File: config.mk
export PLATFORM = sky130hd
export DESIGN_NAME = bcd_disp_mux
export DESIGN_NICKNAME = d
export VERILOG_FILES = /design/src/rtl/bcd_disp_mux.sv
export SDC_FILE = /design/constraint.sdc
export NUM_CORES = 1
export LEC_CHECK = 0
export CAP_MARGIN = 20
export CORE_MARGIN = 4
export CORE_UTILIZATION = 55
export DETAILED_ROUTE_END_ITERATION = 8
export PLACE_DENSITY = 0.78
export SLEW_MARGIN = 20
export SYNTH_ARGS = -nofsm -noshare
export SYNTH_HDL_FRONTEND = slang
export SYNTH_SLANG_ARGS = --single-unit
File: constraint.sdc
create_clock -name clk -period 2.5 [get_ports clk]
set_input_delay 0.375 -clock clk [delete_from_list [all_inputs] [get_ports clk]]
set_output_delay 0.375 -clock clk [all_outputs]
set_load 0.005 [all_outputs]
File: src/rtl/bcd_disp_mux.sv
// Three-digit BCD 7-segment scan multiplexer: double-buffered digits, guard band, leading-zero blanking.
// seg/an lag the scan state by one cycle; load is always accepted (last write wins) and never stalls.
module bcd_disp_mux #(
    parameter int CLK_DIV    = 50000,
    parameter int GUARD      = 16,
    parameter bit ACTIVE_LOW = 1'b1
) (
    input  logic       clk,
    input  logic       rst,
    input  logic       load,
    input  logic [3:0] ones,
    input  logic [3:0] tens,
    input  logic [3:0] hundreds,
    input  logic       blank_lz,
    output logic [6:0] seg,
    output logic [2:0] an,
    output logic       pending,
    output logic       ack
);

    localparam int CW = $clog2(CLK_DIV);

    typedef enum logic [1:0] {
        DIG0 = 2'd0,
        DIG1 = 2'd1,
        DIG2 = 2'd2
    } state_t;

    state_t        state_q, state_d;
    logic [CW-1:0] cnt_q, cnt_d;
    logic [11:0]   shadow_q, shadow_d;
    logic [11:0]   disp_q, disp_d;
    logic          pending_q, pending_d;
    logic          ack_q, ack_d;
    logic [6:0]    seg_q, seg_d;
    logic [2:0]    an_q, an_d;

    logic          last;
    logic          xfer;
    logic [3:0]    digit;
    logic [2:0]    an_sel;
    logic          blank;
    logic [6:0]    seg_raw;
    logic [2:0]    an_raw;

    function automatic logic [6:0] dec7(input logic [3:0] d);
        logic [6:0] s;
        case (d)
            4'd0:    s = 7'h3F;
            4'd1:    s = 7'h06;
            4'd2:    s = 7'h5B;
            4'd3:    s = 7'h4F;
            4'd4:    s = 7'h66;
            4'd5:    s = 7'h6D;
            4'd6:    s = 7'h7D;
            4'd7:    s = 7'h07;
            4'd8:    s = 7'h7F;
            4'd9:    s = 7'h6F;
            default: s = 7'h40;
        endcase
        return s;
    endfunction

    always_comb begin
        last    = (cnt_q == CW'(CLK_DIV - 1));
        cnt_d   = last ? '0 : cnt_q + CW'(1);
        state_d = state_q;
        if (last) begin
            case (state_q)
                DIG0:    state_d = DIG1;
                DIG1:    state_d = DIG2;
                default: state_d = DIG0;
            endcase
        end
    end

    // Transfer only at the very end of a frame so a frame never mixes old and new digits.
    always_comb begin
        xfer      = (state_q == DIG2) && last && pending_q;
        shadow_d  = shadow_q;
        disp_d    = disp_q;
        pending_d = pending_q;
        ack_d     = 1'b0;
        if (xfer) begin
            disp_d    = shadow_q;
            pending_d = 1'b0;
            ack_d     = 1'b1;
        end
        if (load) begin
            shadow_d  = {hundreds, tens, ones};
            pending_d = 1'b1;
        end
    end

    always_comb begin
        case (state_q)
            DIG0: begin
                digit  = disp_q[3:0];
                an_sel = 3'b001;
                blank  = 1'b0;
            end
            DIG1: begin
                digit  = disp_q[7:4];
                an_sel = 3'b010;
                blank  = blank_lz && (disp_q[11:8] == 4'd0) && (disp_q[7:4] == 4'd0);
            end
            default: begin
                digit  = disp_q[11:8];
                an_sel = 3'b100;
                blank  = blank_lz && (disp_q[11:8] == 4'd0);
            end
        endcase
        seg_raw = blank ? 7'h00 : dec7(digit);
        an_raw  = (cnt_q < CW'(GUARD)) ? 3'b000 : an_sel;
        seg_d   = ACTIVE_LOW ? ~seg_raw : seg_raw;
        an_d    = ACTIVE_LOW ? ~an_raw : an_raw;
    end

    always_ff @(posedge clk) begin
        if (rst) begin
            state_q   <= DIG0;
            cnt_q     <= '0;
            shadow_q  <= '0;
            disp_q    <= '0;
            pending_q <= 1'b0;
            ack_q     <= 1'b0;
            seg_q     <= {7{ACTIVE_LOW}};
            an_q      <= {3{ACTIVE_LOW}};
        end else begin
            state_q   <= state_d;
            cnt_q     <= cnt_d;
            shadow_q  <= shadow_d;
            disp_q    <= disp_d;
            pending_q <= pending_d;
            ack_q     <= ack_d;
            seg_q     <= seg_d;
            an_q      <= an_d;
        end
    end

    assign seg     = seg_q;
    assign an      = an_q;
    assign pending = pending_q;
    assign ack     = ack_q;

endmodule

# Word-level counts from Yosys, hierarchy flattened
# Memory sizes are Yosys's and may differ from the RTL's.
# Cells that the tools add are included.
# word_totals
register_bits	54
latchBits	0
ram_bits	0
rom_bits	112
in_bits	16
output_inout_bits	12
word_cells	34
n_memories	1
# mem_list
name	depth	width	rd	rd_clocked_by_memory_dff	write_ports	line	rtl
(no name shown)	16	7	1	0	0	48	case (d)
# classes
n_addsub	1
n_mul	0
div_mod_pow	0
order_cmp	1
eq_ne	3
n_shift	0
mux	9
bitwise	2
reduce_logical	9
# ops
cell	count
adder 16 x 1 -> 16 bit, second input constant	1
equality test 16 bit, second input constant	1
less-than comparator 16 x 5 -> 1 bit, second input constant	1
zero test 4 bit	2
case mux 4 bit (2 select lines)	1
two-way mux 7 bit	1
NOT 7 bit	1
case mux 3 bit (2 select lines)	1
logical AND 1 bit	4
case mux 2 bit (2 select lines)	1
two-way mux 1 bit	3
two-way mux 3 bit	1
NOT 3 bit	1
equality test 2 x 1 -> 1 bit, second input constant	1
equality test 2 bit, second input constant	1
zero test 2 bit	1
case mux 1 bit (2 select lines)	1
nonzero test 2 bit	1
OR reduction 2 bit	1

# Depth between registers and ports, before layout
# Gate-level depths: netlist of run 1.
# logic_depth
ltp_word	6
mapped_depth	9
ltp_nobuf	8

# Worst setup path after synthesis of run 1
# No wires, ideal clock.
# synth_timing
path_kind	reg-to-reg
startpoint	register state_q[0]
endpoint	register seg_q[4] (netlist: seg[4])
setup_ns	0.114
arrival_ns	1.799
t_required_ns	2.386
slack_ns	0.586
stages_incl_launch_ff	8
path_buffers	1
synth_period_minus_slack_ns	1.914
cell_sequence	dfxtp_1 -> buf_6 -> mux2_2 -> mux2i_1 -> ha_1 -> inv_1 -> or3_1 -> a21bo_1
# synth_between
elab_chain_cells	5
elab_cells_between_ends	7
cone_classes	1 x eq/ne; 3 x mux; 1 x bitwise; 1 x reduce/logical; 1 x memory
# synth_rtl
element	line	rtl
start, declared	29	state_t state_q, state_d;
start signal, assigned	130	state_q <= state_d;
equality test 2 x 1 -> 1 bit / zero test 2 bit (equally long branches)	96	case (state_q)
case mux 4 bit (2 select lines)	96	
memory read (16 x 7 bit)	n/a	
two-way mux 7 bit *	113	seg_raw = blank ? 7'h00 : dec7(digit);
NOT 7 bit *	115	seg_d = ACTIVE_LOW ? ~seg_raw : seg_raw;
end signal, assigned	127	seg_q <= {7{ACTIVE_LOW}};
end signal, assigned	136	seg_q <= seg_d;
end, declared	35	logic [6:0] seg_q, seg_d;
# Mark *: on every way between the ends. The rest lies on a longest branch, timed or not.
# A chain may end at the register's enable or synchronous reset.

# Worst setup path after layout of run 1
# Same ends and word-level chain as after synthesis.

==> results.yml, run 1 <==
min_path:
  holdCritPathClass: "reg2reg"
  holdPathStages: 1
  whs_endpoint: "cnt_q[0]$_SDFF_PP0_"
  min_from: "cnt_q[0]$_SDFF_PP0_"
setup_path:
  arrival_ns: 2.19
  cp.required_ns: 2.71
  cp-end-kind: "flip-flop"
  worstPathMaxFanout: 10
  r2r_start: "state_q[0]$_SDFFE_PP0N_"
  r2r_cells: 6
  start_kind: "flip-flop"
  reg2reg_slack_ns: 0.52
  critical_path_class: "reg2reg"
  r2r_end: "seg[4]$_SDFF_PP1_"
drt:
  postRouteAntennaNets: 0
  wl_per_cell_um: 13.2
  vias_per_cell: 5.38
  wl_um: 4290
  first_pass_iters: 4
  drc_errors: 0
  vias: 1750
  drt_iter0_drc: 142
sta:
  finClkSkew_ns: 0.00565
  period_share_pct: 79.4
  tns_ns: 0
  worst_pin_slew_ns: 0.548
  period_needed_ns: 1.98
  grt_setup_unrepaired: "no"
  relSlewSlack_pct: 63.1
  setup_viol: 0
  drv_slew: 0
  clock.fmax_ghz: 0.504
  setup_slack_ns: 0.516
  finalHoldViolations: 0
place:
  io_buffers: 27
  dpl.hpwl_um: 3090
  pre_cts_ws_ns: 0.535
  place_inst: 317
  gp_congestion: 0.779
floorplanning:
  die_area_sq_mm: 0.00558
  fp.dieW_um: 74.7
  start_util_pct: 59.0
  die_y_um: 74.7
  io_pins: 28
  num_rows: 23
  core_sq_mm: 0.00414
finish:
  final_nets: 296
  drive_above_1_share_pct: 8.00
  nFillCells: 342
  final_util_pct: 69.0
  fin_cells: 325
  syn2layout_area_growth_pct: 16.8
  antenna_cells: 0
power_and_ir_drop:
  ir_worst_vdd_mv: 0.355
  power.switching_uw: 331
  clkPwrFrac_pct: 37.0
  p_seq_share_pct: 56.8
  power.leakage_nw: 1.12
  powerDensity_mw_per_mm2: 549
  sw_frac_of_total_pct: 21.1
  comb_power_share_pct: 6.2
  p_int_mw: 1.24
synth:
  async_reset_ff_share_pct: 0
  synth_edf_count: 0
  synth.net_count: 270
  syn_avg_cell_area_sq_um: 9.86
  synth_warnings: 0
  seq_area_frac_synth_pct: 44.2
  synthFlopType: "dfxtp_1"
  synth-seq-cells: 54
  syn_area_sq_mm: 0.00245
  ys_types: 43
  syn_inst: 248
cts:
  path_clk_slew_ns: 0.10
  holdBufCountCts: 0
  cts_buffer_depth: 2
  cts_tree: "done"
  cts.sinks: 54
  clock_latency_ns: 0.30
  cts_inserted_buffers: 5
  ctsHtreeMaxLevel: 2
  clockRootBuffer: "clkbuf_8"
  cts_resized: 0
  postCtsSetupRepairBufs: 0
grt:
  antenna_found_initial: 0
  grt_start_max_net_pins: 28
  grt_pass1_wl_um: 7530
  grt_pass1_vias: 1606
  grt_usage_pct: 17.3
  grt_overflow: 0
flow_run:
  cap_viol_max_count: 0
status:
  status: "finished, final reports clean"
==> worst max-delay path, stage by stage, from the launching register on <==
cell and delay (ns):
dfxtp_1 0.54, mux2_2 0.38, mux2i_1 0.20, ha_1 0.18, inv_1 0.04, or3_1 0.36, a21bo_1 0.19
==> worst max path at each step <==
stage                             from                end  slack, ns
2_1_floorplan  state_q[0]$_SDFFE_PP0N_  seg[4]$_SDFF_PP1_       0.59
3_3_place_gp   state_q[0]$_SDFFE_PP0N_  seg[4]$_SDFF_PP1_       0.60
3_5_place_dp   state_q[0]$_SDFFE_PP0N_  seg[4]$_SDFF_PP1_       0.53
4_1_cts        state_q[0]$_SDFFE_PP0N_  seg[4]$_SDFF_PP1_       0.51
5_1_grt        state_q[0]$_SDFFE_PP0N_  seg[4]$_SDFF_PP1_       0.35
6_report       state_q[0]$_SDFFE_PP0N_  seg[4]$_SDFF_PP1_       0.52
==> synthesized netlist by cell type (all sizes together), types with 2 or more instances <==
cell type	n	area share, %
o211ai	6	1.8
a21oi	3	0.61
buf	9	2.5
inv	6	0.92
xor2	8	2.9
ha	6	3.1
and2	2	0.51
o21ai	6	1.2
nor2	29	4.4
xnor2	3	1.1
or3	3	0.77
nor3	3	1.1
and3	3	0.77
mux2i	33	14
nand4	6	1.8
mux2	2	1.1
nor4	6	2.1
o21a	2	0.92
nand2	7	1.1
nand3	4	0.82
dfxtp	54	44
clkbuf	5	0.77
nand2b	26	6.6
and4	6	2.3
==> kinds of logic (layout without fill, tap and decap cells) <==
kind of cell / Yosys count / in the layout / synth area share, %
buffers and inverters: 20 / 47 / 4.19
and+or+nand+nor: 99 / 99 / 23.4
DFF: 54 / 54 / 44.2
adders and majority gates: 6 / 6 / 3.07
xor gates and xnor gates: 11 / 11 / 3.94
AOI/OAI and AO/OA: 23 / 23 / 6.60
muxes: 35 / 35 / 14.6
==> metal layers <==
layer,GRT usage [%],routed length (um)
met1,23.0,2110
met4,6.13,52
met3,4.81,183
met5,0,0
met2,27.0,1940
==> area by class of cell <==
type                            instances  area, sq um  share of cell area, %
Clock buffer                            5         68.8                   2.41
Inverter                                6         22.5                  0.788
Multi-Input combinational cell        174         1260                   44.2
Clock inverter                          3         45.0                   1.58
Tap cell                               50         62.6                   2.19
Timing Repair Buffer                   33          315                   11.0
Sequential cell                        54         1080                   37.8
==> per-stage QoR <==
stage          hold slack [ns]  total power, mW  instance area [sq um]
2_1_floorplan            0.413            0.963                   2450
3_3_place_gp             0.426             1.01                   2740
3_5_place_dp             0.436             1.01                   2740
4_1_cts                  0.449             1.58                   2860
5_1_grt                  0.483             1.64                   2860
6_report                 0.447             1.57                   2860
==> power groups by stage <==
| stage | clock (mW) | combinational, mW | sequential, mW |
|---|---|---|---|
| after floorplan | 0 | 0.0522 | 0.911 |
| after global placement | 0 | 0.0967 | 0.912 |
| after detailed placement | 0 | 0.0985 | 0.912 |
| after CTS | 0.593 | 0.0991 | 0.892 |
| after global routing | 0.639 | 0.108 | 0.896 |
| final | 0.581 | 0.0974 | 0.892 |
==> cells in the final DEF (no fill, tap or decap), types with 2 or more instances in the layout <==
| cell type | n |
|---|---|
| dfxtp_1 | 54 |
| mux2i_1 | 33 |
| nor2_1 | 29 |
| clkdlybuf4s50_1 | 27 |
| nand2b_1 | 26 |
| xor2_1 | 8 |
| nand2_1 | 7 |
| inv_1 | 6 |
| o21ai_0 | 6 |
| o211ai_1 | 6 |
| ha_1 | 6 |
| buf_4 | 6 |
| nor4_1 | 5 |
| and4_1 | 5 |
| nand4_1 | 5 |
| clkbuf_8 | 5 |
| nand3_1 | 4 |
| or3_1 | 3 |
| a21oi_1 | 3 |
| and3_1 | 3 |
| xnor2_1 | 3 |
| nor3_1 | 2 |
| and2_1 | 2 |
| clkinvlp_4 | 2 |
==> state kept, by name (all words and copies together), names as in the netlist <==
name      flops
ack           1
an            3
cnt_q        16
disp_q       12
pending       1
seg           7
shadow_q     12
state_q       2
Power figures use the tool's default switching activity.
==> run 2, diff against run 1 <==
clock period = 1.9 ns   (was 2.5 ns; I/O delays follow)
==> run 2 against run 1 <==
Against the previous run: via count grew 2.0%; sequential share of layout area shrank 0.62 points; global-route usage is 0.49 points higher; clock skew rose by 0.0038 ns; largest power group unchanged.
==> results.yml, run 2 (synthesis results as in run 1) <==
power_and_ir_drop:
  ir_worst_vdd_mv: 0.390
  power.leakage_nw: 1.16
  p_total_mw: 2.04
  powerDensity_mw_per_mm2: 701
flow_run:
  cap_viol_max_count: 0
cts:
  postCtsSetupRepairBufs: 0
  path_clk_slew_ns: 0.09
  clock_latency_ns: 0.30
  clockRootBuffer: "clkbuf_8"
  cts_buffer_depth: 2
  cts.sinks: 54
  holdBufCountCts: 0
  cts_tree: "done"
  ctsHtreeMaxLevel: 2
  cts_inserted_buffers: 5
floorplanning:
  io_pins: 28
  die_y_um: 74.7
  core_sq_mm: 0.00414
  fp.dieW_um: 74.7
  die_area_sq_mm: 0.00558
  start_util_pct: 59.0
  num_rows: 23
drt:
  postRouteAntennaNets: 0
  first_pass_iters: 4
  vias: 1785
  wl_per_cell_um: 13.2
  vias_per_cell: 5.39
  drt_iter0_drc: 102
  wl_um: 4360
  drc_errors: 0
sta:
  drv_slew: 0
  finalHoldViolations: 0
  hold_slack_ns: 0.452
  worst_pin_slew_ns: 0.409
  period_share_pct: 93.6
  grt_setup_unrepaired: "no"
  setup_viol: 0
  tns_ns: 0
  clock.fmax_ghz: 0.562
  finClkSkew_ns: 0.00941
  period_needed_ns: 1.78
  relSlewSlack_pct: 72.5
grt:
  grt_pass1_wl_um: 7670
  antenna_found_initial: 0
  grt_overflow: 0
  grt_start_max_net_pins: 19
  grt_usage_pct: 17.8
  grt_pass1_vias: 1705
setup_path:
  arrival_ns: 1.99
  critical_path_class: "reg2reg"
  start_kind: "flip-flop"
  slowest_stage: "dfxtp_4"
  startpoint: "state_q[0]$_SDFFE_PP0N_"
  cp-end-kind: "flip-flop"
  worstPathMaxFanout: 5
  path_cells: "mux2_2, mux2i_2, ha_1, inv_1, or3_1, a21bo_1"
  cp.required_ns: 2.11
  slowest_delay_ns: 0.39
  critical_path.top_delay_family: "multiplexers"
  crit_buf_inv: 1
  r2r_start: "state_q[0]$_SDFFE_PP0N_"
finish:
  fin_cells: 331
  final_common_cell: "dfxtp_1"
  regMostFlops: "cnt_q"
  largest_register_ffs: 16
  final_nets: 302
  syn2layout_area_growth_pct: 19.2
  nFillCells: 334
  multi_input_area_sq_mm: 0.00127
  final_cell_mix: "dfxtp_1, mux2i_1, nor2_1, clkdlybuf4s50_1, nand2b_1"
  final_util_pct: 70.4
  drive_above_1_share_pct: 9.96
  reg_top3: "cnt_q x16, disp_q x12, shadow_q x12"
  register_area_sq_mm: 0.00108
  antenna_cells: 0
place:
  io_buffers: 27
  dpl.hpwl_um: 3200
  gp_congestion: 0.818
  place_inst: 323
min_path:
  holdCritPathClass: "reg2reg"
  min_from: "cnt_q[0]$_SDFF_PP0_"
status:
  status: "finished, final reports clean"
run 2: report_power, final:
part / switching, mW / total (mW) / leakage, nW / internal [mW]
Combinational: 0.0500 / 0.131 / 0.663 / 0.0811
Clock: 0.345 / 0.740 / 0.0524 / 0.394
Sequential: 0.0139 / 1.17 / 0.442 / 1.16
Total: 0.409 / 2.04 / 1.16 / 1.63
run 2: through the flow:
step	instance area (sq um)	worst slack, ns
6_report	2920	0.121
5_1_grt	2920	0.0213
4_1_cts	2910	0.0155
3_5_place_dp	2810	0.0377
3_3_place_gp	2810	0.0974
2_1_floorplan	2450	0.0278
run 2: metal layers:
layer,global-route usage [%],vias to the layer above,wire length [um]
li1,-,922,-
met1,22.4,826,2040
met2,29.9,33,2090
met3,4.41,4,173
met4,6.13,0,56
met5,0,-,0
run 2: final cells by class:
cell class,count,area share [%]
multi-input combinational,174,43.4
sequential,54,37.2
tap,50,2.15
clock buffer,7,2.62
timing repair buffer,39,12.8
clock inverter,1,1.03
inverter,6,0.773
run 2: worst paths after layout:
path / end / slack [ns] / cells after the start
min reg2reg: cnt_q[0]$_SDFF_PP0_ / 0.45 / 1
max: seg[4]$_SDFF_PP1_ / 0.12 / 6
min: cnt_q[0]$_SDFF_PP0_ / 0.45 / 1
max reg2reg: seg[4]$_SDFF_PP1_ / 0.12 / 6
run 2: timing repair:
| item | 4_1_cts | 5_1_grt |
|---|---|---|
| setup endpoints to repair | 0 | 6 |
| gates resized for setup | 0 | 4 |
| endpoints found under the hold margin | 0 | 0 |
